[src/rtl/ntt_scheduler_if.sv]
// Scheduler <-> control/datapath bundle for the Kyber NTT/INTT sequencer.
// NTT_SCHED_CYCCNT_EN adds the 16-bit cycle_count observation port.
interface ntt_sched_if;
  logic       start;
  logic       mode;
  logic       busy;
  logic       done;
  logic       rd_en;
  logic [7:0] rd_addr_a;
  logic [7:0] rd_addr_b;
  logic [6:0] zeta_idx;
  logic       bf_valid;
  logic [1:0] bf_operation;
  logic       wr_en;
  logic [7:0] wr_addr_a;
  logic [7:0] wr_addr_b;
`ifdef NTT_SCHED_CYCCNT_EN
  logic [15:0] cycle_count;
`endif

  modport master (
    input  start, mode,
    output busy, done, rd_en, rd_addr_a, rd_addr_b, zeta_idx,
           bf_valid, bf_operation, wr_en, wr_addr_a, wr_addr_b
`ifdef NTT_SCHED_CYCCNT_EN
    , output cycle_count
`endif
  );

  modport slave (
    output start, mode,
    input  busy, done, rd_en, rd_addr_a, rd_addr_b, zeta_idx,
           bf_valid, bf_operation, wr_en, wr_addr_a, wr_addr_b
`ifdef NTT_SCHED_CYCCNT_EN
    , input cycle_count
`endif
  );
endinterface

[src/rtl/ntt_scheduler.sv]
// Issue sequencer for a 256-point Kyber NTT/INTT: one butterfly per cycle, layer drains.
// Optional NTT_SCHED_CYCCNT_EN adds a busy-cycle counter on cycle_count.
module ntt_scheduler #(
  parameter int RD_LATENCY = 1,
  parameter int BF_LATENCY = 7
) (
  input  logic         clk,
  input  logic         reset,
  ntt_sched_if.master  bus
);
  localparam int D  = RD_LATENCY + BF_LATENCY;
  localparam int DW = (D > 2) ? $clog2(D) : 1;

  localparam logic [1:0] S_IDLE  = 2'd0;
  localparam logic [1:0] S_ISSUE = 2'd1;
  localparam logic [1:0] S_DRAIN = 2'd2;
  localparam logic [1:0] S_DONE  = 2'd3;

  logic [1:0]    state_q, state_d;
  logic [2:0]    layer_q, layer_d;
  logic [6:0]    bf_q, bf_d;
  logic [DW-1:0] drain_q, drain_d;
  logic          mode_q, mode_d;

  always_comb begin
    state_d = state_q;
    layer_d = layer_q;
    bf_d    = bf_q;
    drain_d = drain_q;
    mode_d  = mode_q;
    case (state_q)
      S_IDLE: if (bus.start) begin
        state_d = S_ISSUE;
        mode_d  = bus.mode;
        layer_d = 3'd0;
        bf_d    = 7'd0;
        drain_d = '0;
      end
      S_ISSUE: begin
        bf_d = bf_q + 7'd1;
        if (bf_q == 7'd127) begin
          state_d = S_DRAIN;
          drain_d = '0;
        end
      end
      S_DRAIN: begin
        drain_d = drain_q + 1'b1;
        // Leave only once the last write of the layer is on the bus this cycle.
        if (drain_q == DW'(D - 1)) begin
          drain_d = '0;
          if (layer_q == 3'd6) state_d = S_DONE;
          else begin
            state_d = S_ISSUE;
            layer_d = layer_q + 3'd1;
          end
        end
      end
      default: state_d = S_IDLE;
    endcase
  end

  always_ff @(posedge clk or negedge reset) begin
    if (!reset) begin
      state_q <= S_IDLE;
      layer_q <= 3'd0;
      bf_q    <= 7'd0;
      drain_q <= '0;
      mode_q  <= 1'b0;
    end else begin
      state_q <= state_d;
      layer_q <= layer_d;
      bf_q    <= bf_d;
      drain_q <= drain_d;
      mode_q  <= mode_d;
    end
  end

  // len = 1<<lg; g = bf>>lg; a = g*2*len + (bf & (len-1)).
  logic       issuing;
  logic [2:0] lg;
  logic [3:0] lg2;
  logic [7:0] len, off, a_raw, b_raw;
  logic [6:0] g, zeta_raw;

  always_comb begin
    issuing  = (state_q == S_ISSUE);
    lg       = mode_q ? (layer_q + 3'd1) : (3'd7 - layer_q);
    lg2      = {1'b0, lg} + 4'd1;
    len      = 8'd1 << lg;
    g        = bf_q >> lg;
    off      = {1'b0, bf_q} & (len - 8'd1);
    a_raw    = ({1'b0, g} << lg2) | off;
    b_raw    = a_raw + len;
    zeta_raw = mode_q ? ((7'd127 >> layer_q) - g) : ((7'd1 << layer_q) + g);
  end

  assign bus.rd_en     = issuing;
  assign bus.rd_addr_a = issuing ? a_raw : 8'd0;
  assign bus.rd_addr_b = issuing ? b_raw : 8'd0;
  assign bus.zeta_idx  = issuing ? zeta_raw : 7'd0;
  assign bus.busy      = (state_q != S_IDLE);
  assign bus.done      = (state_q == S_DONE);

  logic [D:1]       vld_q;
  logic [D:0]       vld_pipe;
  logic [D:1][15:0] adr_q;

  assign vld_pipe = {vld_q, bus.rd_en};

  always_ff @(posedge clk or negedge reset) begin
    if (!reset) begin
      vld_q <= '0;
      adr_q <= '0;
    end else begin
      vld_q    <= vld_pipe[D-1:0];
      adr_q[1] <= {bus.rd_addr_a, bus.rd_addr_b};
      for (int i = 2; i <= D; i++) adr_q[i] <= adr_q[i-1];
    end
  end

  assign bus.bf_valid     = vld_pipe[RD_LATENCY];
  assign bus.bf_operation = bus.bf_valid ? {1'b0, mode_q} : 2'b00;
  assign bus.wr_en        = vld_pipe[D];
  assign bus.wr_addr_a    = adr_q[D][15:8];
  assign bus.wr_addr_b    = adr_q[D][7:0];

`ifdef NTT_SCHED_CYCCNT_EN
  logic [15:0] cyc_q;
  always_ff @(posedge clk or negedge reset) begin
    if (!reset)                              cyc_q <= 16'd0;
    else if (state_q == S_IDLE && bus.start) cyc_q <= 16'd0;
    else if (bus.busy)                       cyc_q <= cyc_q + 16'd1;
  end
  assign bus.cycle_count = cyc_q;
`endif
endmodule

[src/flat_wrapper.sv]
// flat-port wrapper written by rule: the top's interface ports become plain ports
module ntt_scheduler_flat 
#(
  parameter int RD_LATENCY = 1,
  parameter int BF_LATENCY = 7
)
  (clk, reset, bus_start, bus_mode, bus_busy, bus_done, bus_rd_en, bus_rd_addr_a, bus_rd_addr_b, bus_zeta_idx, bus_bf_valid, bus_bf_operation, bus_wr_en, bus_wr_addr_a, bus_wr_addr_b);
  ntt_sched_if bus_i ();
  input  logic clk;
  input  logic reset;
  input wire logic [$bits(bus_i.start)-1:0] bus_start;
  input wire logic [$bits(bus_i.mode)-1:0] bus_mode;
  output wire logic [$bits(bus_i.busy)-1:0] bus_busy;
  output wire logic [$bits(bus_i.done)-1:0] bus_done;
  output wire logic [$bits(bus_i.rd_en)-1:0] bus_rd_en;
  output wire logic [$bits(bus_i.rd_addr_a)-1:0] bus_rd_addr_a;
  output wire logic [$bits(bus_i.rd_addr_b)-1:0] bus_rd_addr_b;
  output wire logic [$bits(bus_i.zeta_idx)-1:0] bus_zeta_idx;
  output wire logic [$bits(bus_i.bf_valid)-1:0] bus_bf_valid;
  output wire logic [$bits(bus_i.bf_operation)-1:0] bus_bf_operation;
  output wire logic [$bits(bus_i.wr_en)-1:0] bus_wr_en;
  output wire logic [$bits(bus_i.wr_addr_a)-1:0] bus_wr_addr_a;
  output wire logic [$bits(bus_i.wr_addr_b)-1:0] bus_wr_addr_b;
  assign bus_i.start = bus_start;
  assign bus_i.mode = bus_mode;
  assign bus_busy = bus_i.busy;
  assign bus_done = bus_i.done;
  assign bus_rd_en = bus_i.rd_en;
  assign bus_rd_addr_a = bus_i.rd_addr_a;
  assign bus_rd_addr_b = bus_i.rd_addr_b;
  assign bus_zeta_idx = bus_i.zeta_idx;
  assign bus_bf_valid = bus_i.bf_valid;
  assign bus_bf_operation = bus_i.bf_operation;
  assign bus_wr_en = bus_i.wr_en;
  assign bus_wr_addr_a = bus_i.wr_addr_a;
  assign bus_wr_addr_b = bus_i.wr_addr_b;
  ntt_scheduler #(.RD_LATENCY(RD_LATENCY), .BF_LATENCY(BF_LATENCY)) u_core (.clk(clk), .reset(reset), .bus(bus_i));
endmodule
[config.mk]
export PLATFORM = sky130hd
export DESIGN_NAME = ntt_scheduler_flat
export DESIGN_NICKNAME = d
export VERILOG_FILES = /design/src/rtl/ntt_scheduler_if.sv /design/src/rtl/ntt_scheduler.sv /design/src/flat_wrapper.sv
export SDC_FILE = /design/constraint.sdc
export NUM_CORES = 1
export LEC_CHECK = 0
export ABC_AREA = 1
export CAP_MARGIN = 10
export CORE_MARGIN = 5
export CORE_UTILIZATION = 49
export DETAILED_ROUTE_END_ITERATION = 8
export MAX_ROUTING_LAYER = met4
export PLACE_DENSITY = 0.69
export SLEW_MARGIN = 30
export SYNTH_ARGS = -nofsm -noshare
export SYNTH_HDL_FRONTEND = slang
export SYNTH_SLANG_ARGS = --single-unit
export TNS_END_PERCENT = 1
[constraint.sdc]
create_clock -name clk -period 5.7 [get_ports clk]
set_input_delay 1.14 -clock clk [delete_from_list [all_inputs] [get_ports clk]]
set_output_delay 1.14 -clock clk [all_outputs]
set_load 0.05 [all_outputs]
Yosys cells after proc, flatten, opt, wreduce, memory -nomap -nowiden
Cells that the tools add are included.
W data, S select, Z words.
- reduce and logical (&&, ||, !) cells: 10
- divide/modulo/power cells: 0
- $lt $le $gt $ge: 0
- multiply operators: 0
- multiplexer cells: 20
- shift-type cells: 5
- eq/ne operators: 10
- add/subtract/negate cells: 9
- bitwise gates (word level): 2
- operators by type and width (cell ; number):
    $mux W7 ; 3
    $mux W3 ; 6
    $mux W8 ; 2
    $pmux W7 S2 ; 1
    $pmux W3 S3 ; 1
    $add A8 B8 Y8 ; 1
    $and A7 B8 Y8 ; 1
    $mux W2 ; 4
    $or A8 B8 Y8 ; 1
    $shl A1 B3 Y8 const A ; 1
    $shl A7 B4 Y8 ; 1
    $sub A8 B1 Y8 const B ; 1
    $add A7 B1 Y7 const B ; 1
    $add A7 B7 Y7 ; 1
    $eq A7 B7 Y1 const B ; 1
    $shl A1 B3 Y7 const A ; 1
    $shr A7 B3 Y7 ; 1
    $shr A7 B3 Y7 const A ; 1
    $sub A7 B7 Y7 ; 1
    $add A3 B1 Y3 const B ; 2
    $eq A3 B3 Y1 const B ; 2
    $ne A2 B2 Y1 const B ; 3
    $pmux W2 S3 ; 1
    $pmux W3 S2 ; 1
    12 further kinds ; 17
- latch bits: 0
- bits of input ports: 4
- memories kept: 0
- ROM bits: 0
- output and inout port bits: 46
- bits in registers: 152
- word-level logic and storage cells: 70
- bits in writable memories: 0

Longest topological paths before layout
- depth in word-level cells: 8
- gate-level depth with buffers: 26
- depth with buffers taken out: 24

Least setup slack after synthesis
No wires, ideal clock.
- kind: register to output
- start point: register u_core.layer_q[0]
- end point: output bus_zeta_idx[6]
- stages on the path, launching flop included: 25
- data required time: 4.560 ns
- path buffers: 2
- arrival: 3.829 ns
- path slack: 0.731 ns
- cell sequence: dfrtp_1 > clkinv_1 > buf_4 > ha_1 > inv_1 > nand2_1 > nand2_2 > buf_6 > nand2_4 > nand2_4 > nand2_4 > nand2_1 > ha_1 > inv_1 > fa_1 > inv_1 > nand2_1 > nand2_1 > a21oi_1 > or2_2 > nand2_1 > a21oi_1 > xnor2_1 > o21ai_1 > a21oi_1
- word-level cells in the longest chain between the ends: 6
- elaborated cells on any way between the ends: 10
- classes of those cells: 4 x add/sub; 3 x shift; 3 x mux
- ends and longest elaborated chain (item ; RTL line ; text):
    from (decl) ; ntt_scheduler.sv:20 ; logic [2:0] layer_q, layer_d;
    from (signal assigned) ; ntt_scheduler.sv:71 ; layer_q <= layer_d;
    $sub A3 B3 Y3 or $add A3 B1 Y3 (tied branches) ; ntt_scheduler.sv:87 ; lg = mode_q ? (layer_q + 3'd1) : (3'd7 - layer_q);
    $mux W3 ; ntt_scheduler.sv:87 ;
    $shr A7 B3 Y7 ; ntt_scheduler.sv:90 ; g = bf_q >> lg;
    $add A7 B7 Y7 or $sub A7 B7 Y7 (tied branches) ; ntt_scheduler.sv:94 ; zeta_raw = mode_q ? ((7'd127 >> layer_q) - g) : ((7'd1 << layer_q) + g);
    $mux W7 * ; ntt_scheduler.sv:94 ;
    $mux W7 * ; ntt_scheduler.sv:100 ; assign bus.zeta_idx = issuing ? zeta_raw : 7'd0;
    to (decl) ; flat_wrapper.sv:18 ; output wire logic [$bits(bus_i.zeta_idx)-1:0] bus_zeta_idx;
Every way passes the cells marked *; elsewhere a longest branch is shown, timed or not.

Final worst setup path
- start point: register u_core.layer_q[1]
- end point: output bus_zeta_idx[6]
Same word-level chain as after synthesis.

==> impl_metrics.toml <==
[yosys]
netlist_top_cells_count = "dfrtp_1 (152), nand2_1 (105), inv_1 (55)"
yosys.area.top_type = "dfrtp_1"
synthCells = 561
ys_seq_elements = 152
yosysWarnings = 0
synth.area.top_cells = "dfrtp_1 (62%), nand2_1 (6.4%), ha_1 (6.3%), inv_1 (3.4%), a21oi_1 (2.5%)"
synth_cell_types = 40
synth_edf_count = 0
synthArstFlopShare = 1.000
synth_flop_cell = "dfrtp_1"
synthesis.area_um2 = 6142
yosysSeqAreaShare = 0.6193
yosys.area.top_type_share = 0.6193
avgSynthCellArea_um2 = 10.95
synthMostInstantiatedCell = "dfrtp_1"
syn_nets = 598

[timing]
report.final.setup_viol = 0
relSlewSlack = 0.5784
period_share = 0.9407
max_freq_mhz = 186.5
finalHoldViolCount = 0
rsz0062_at_grt = "false"
period_minus_slack_ns = 5.362
clock_skew_ns = 0.01064
final.setup.tns_ns = 0
worstMarginPinSlew_ns = 0.6323
slew_violations = 0

[routing]
routedLengthMet1_um = 5299
first_iter_violations = 210
wl_um = 12540
vias_per_cell = 4.874
routed.top_layer = "met4"
wl_per_cell_um = 15.85
wl_met2_um = 6571
vias = 3855
wl_met3_um = 380
route.detailed.drc = 0
dr.pass1.iters = 5
ant_nets = 0

[setup_path]
start_kind = "register"
required_ns = 4.56
endpoint_kind = "primary output"
worst_ep_arrival_time_ns = 4.22
worstSetupStartpoint = "u_core.layer_q[1]"
r2r_start = "u_core.layer_q[1]"
crit_path_max_fanout = 12
path_class = "register to primary output"

[layout]
areaGrowthSynthToFinish_pct = 19.82
fin_util = 0.5904
drive_gt1_frac = 0.1599
fillers = 1011
antenna-diode-count = 0
nets = 644

[grt]
grt_pass1_wl_um = 20710
grt_overflow = 0
grt_pass1_vias = 4025
grt_max_degree = 114
grt_antenna_before_repair = 0
grt_use_total = 0.1880

[die]
die_y_um = 122.0
boundaryPins = 50
dieArea_um2 = 14870
start_util = 0.4927
die_x_um = 122.0
coreArea_um2 = 12470
rows = 41

[place]
place_hpwl_um = 8635
numPortBuffers = 48
place.gp.congestion = 0.8756

[clocking]
clkLatencyLatePin_ns = 0.41
cts.sinks = 152
cts_made_buffers = 17
cts_max_level = 4
cts_root_buffer = "clkbuf_16"
cts.path.max_buffers = 2
cts_tree = "yes"
clk_pin_slew_ns = 0.06

[flow_run]
maxCapViolCount = 0

[status]
status = "completed"

[min_path]
min-delay-start = "u_core.adr_q[100]"
hold_path_class = "register to register"
==> logic make-up after synthesis <==
family | synth area share
and+or+nand+nor | 0.1520
DFF | 0.6193
buffers and inverters | 0.07170
AOI/OAI and AO/OA | 0.07822
adders and majority gates | 0.06967
xor gates and xnor gates | 0.008556
other | 0.0006105
==> cells in the final DEF (no fill, tap or decap), types with 4 or more instances in the layout <==
master	n
inv_2	5
buf_4	13
xnor2_1	4
inv_1	55
nand2_2	8
nand3_2	10
a21oi_1	30
clkinvlp_4	5
nor2_1	37
nand2_1	105
dfrtp_1	151
o21ai_0	27
o21ai_1	5
buf_12	6
ha_1	30
nand2_4	6
nor2_2	4
nand3_1	16
clkdlybuf4s50_1	34
clkbuf_16	17
==> area by class of cell <==
type	instances	area [um2]	area share
Timing Repair Buffer	55	599.3	0.08143
Tap cell	172	215.2	0.02924
Inverter	62	232.7	0.03162
Clock inverter	10	120.1	0.01632
Sequential cell	152	3805	0.5170
Multi-Input combinational cell	319	1927	0.2618
Clock buffer	21	460.4	0.06256
==> per-stage QoR <==
| stage | setup WS [ns] | hold slack, ns | cell area (um2) | instances |
|---|---|---|---|---|
| 6_report | 0.3383 | 0.3452 | 7360 | 791 |
| 5_1_grt | 0.005744 | 0.3513 | 7360 | 791 |
| 4_1_cts | 0.08439 | 0.3480 | 7300 | 790 |
| 3_5_place_dp | 0.5385 | 0.3347 | 6719 | 759 |
| 3_3_place_gp | 0.7486 | 0.3313 | 6719 | 759 |
| 2_1_floorplan | 0.7310 | 0.3312 | 6142 | 561 |
==> worst paths after layout <==
path | end | slack [ns] | cells after the start
max | bus_zeta_idx[6] | 0.34 | 22
min | u_core.bus.wr_addr_b[4] | 0.35 | 0
max reg2reg | u_core.adr_q[6] | 1.96 | 20
min reg2reg | u_core.bus.wr_addr_b[4] | 0.35 | 0
max in group asynchronous | u_core.adr_q[55] | 3.90 | 3
min in group asynchronous | u_core.state_q[1] | 0.60 | 1
==> registers in the layout, summed over array words and instances, names as in the netlist, 2 cells and up <==
name	count
u_core.adr_q	112
u_core.drain_q	3
u_core.bus.wr_addr_a	8
u_core.bus.wr_addr_b	8
u_core.vld_q	8
u_core.bf_q	7
u_core.layer_q	3
u_core.state_q	2
==> worst max-delay path: stages (launching register included) <==
cell and delay (ns):
dfrtp_2 0.45, ha_1 0.23, inv_1 0.06, ha_1 0.28, nand2_1 0.11, o21ai_4 0.15, inv_2 0.28, nand3_2 0.15
nand2_1 0.16, ha_1 0.19, inv_1 0.05, fa_1 0.35, inv_1 0.09, nand2_1 0.06, nand2_1 0.06, a21oi_1 0.08
or2_2 0.30, nand2_1 0.07, a21oi_1 0.07, xnor2_1 0.14, o21ai_1 0.07, a21oi_1 0.25, buf_12 0.18
==> metal layers <==
metal	global-route usage	up-vias
met5	-	-
met4	0.06723	0
met3	0.03668	22
met2	0.3156	78
met1	0.2279	1891
li1	-	1864
==> what timing repair did <==
action | CTS | global route
endpoints found under the setup margin | 0 | 5
buffers inserted | 0 | 0
gates resized for setup | 0 | 6
hold buffers | 0 | 0
Power is left out: the tool's default activity adds up to more than one toggle a clock period on the data nets, which glitch-free logic cannot reach.
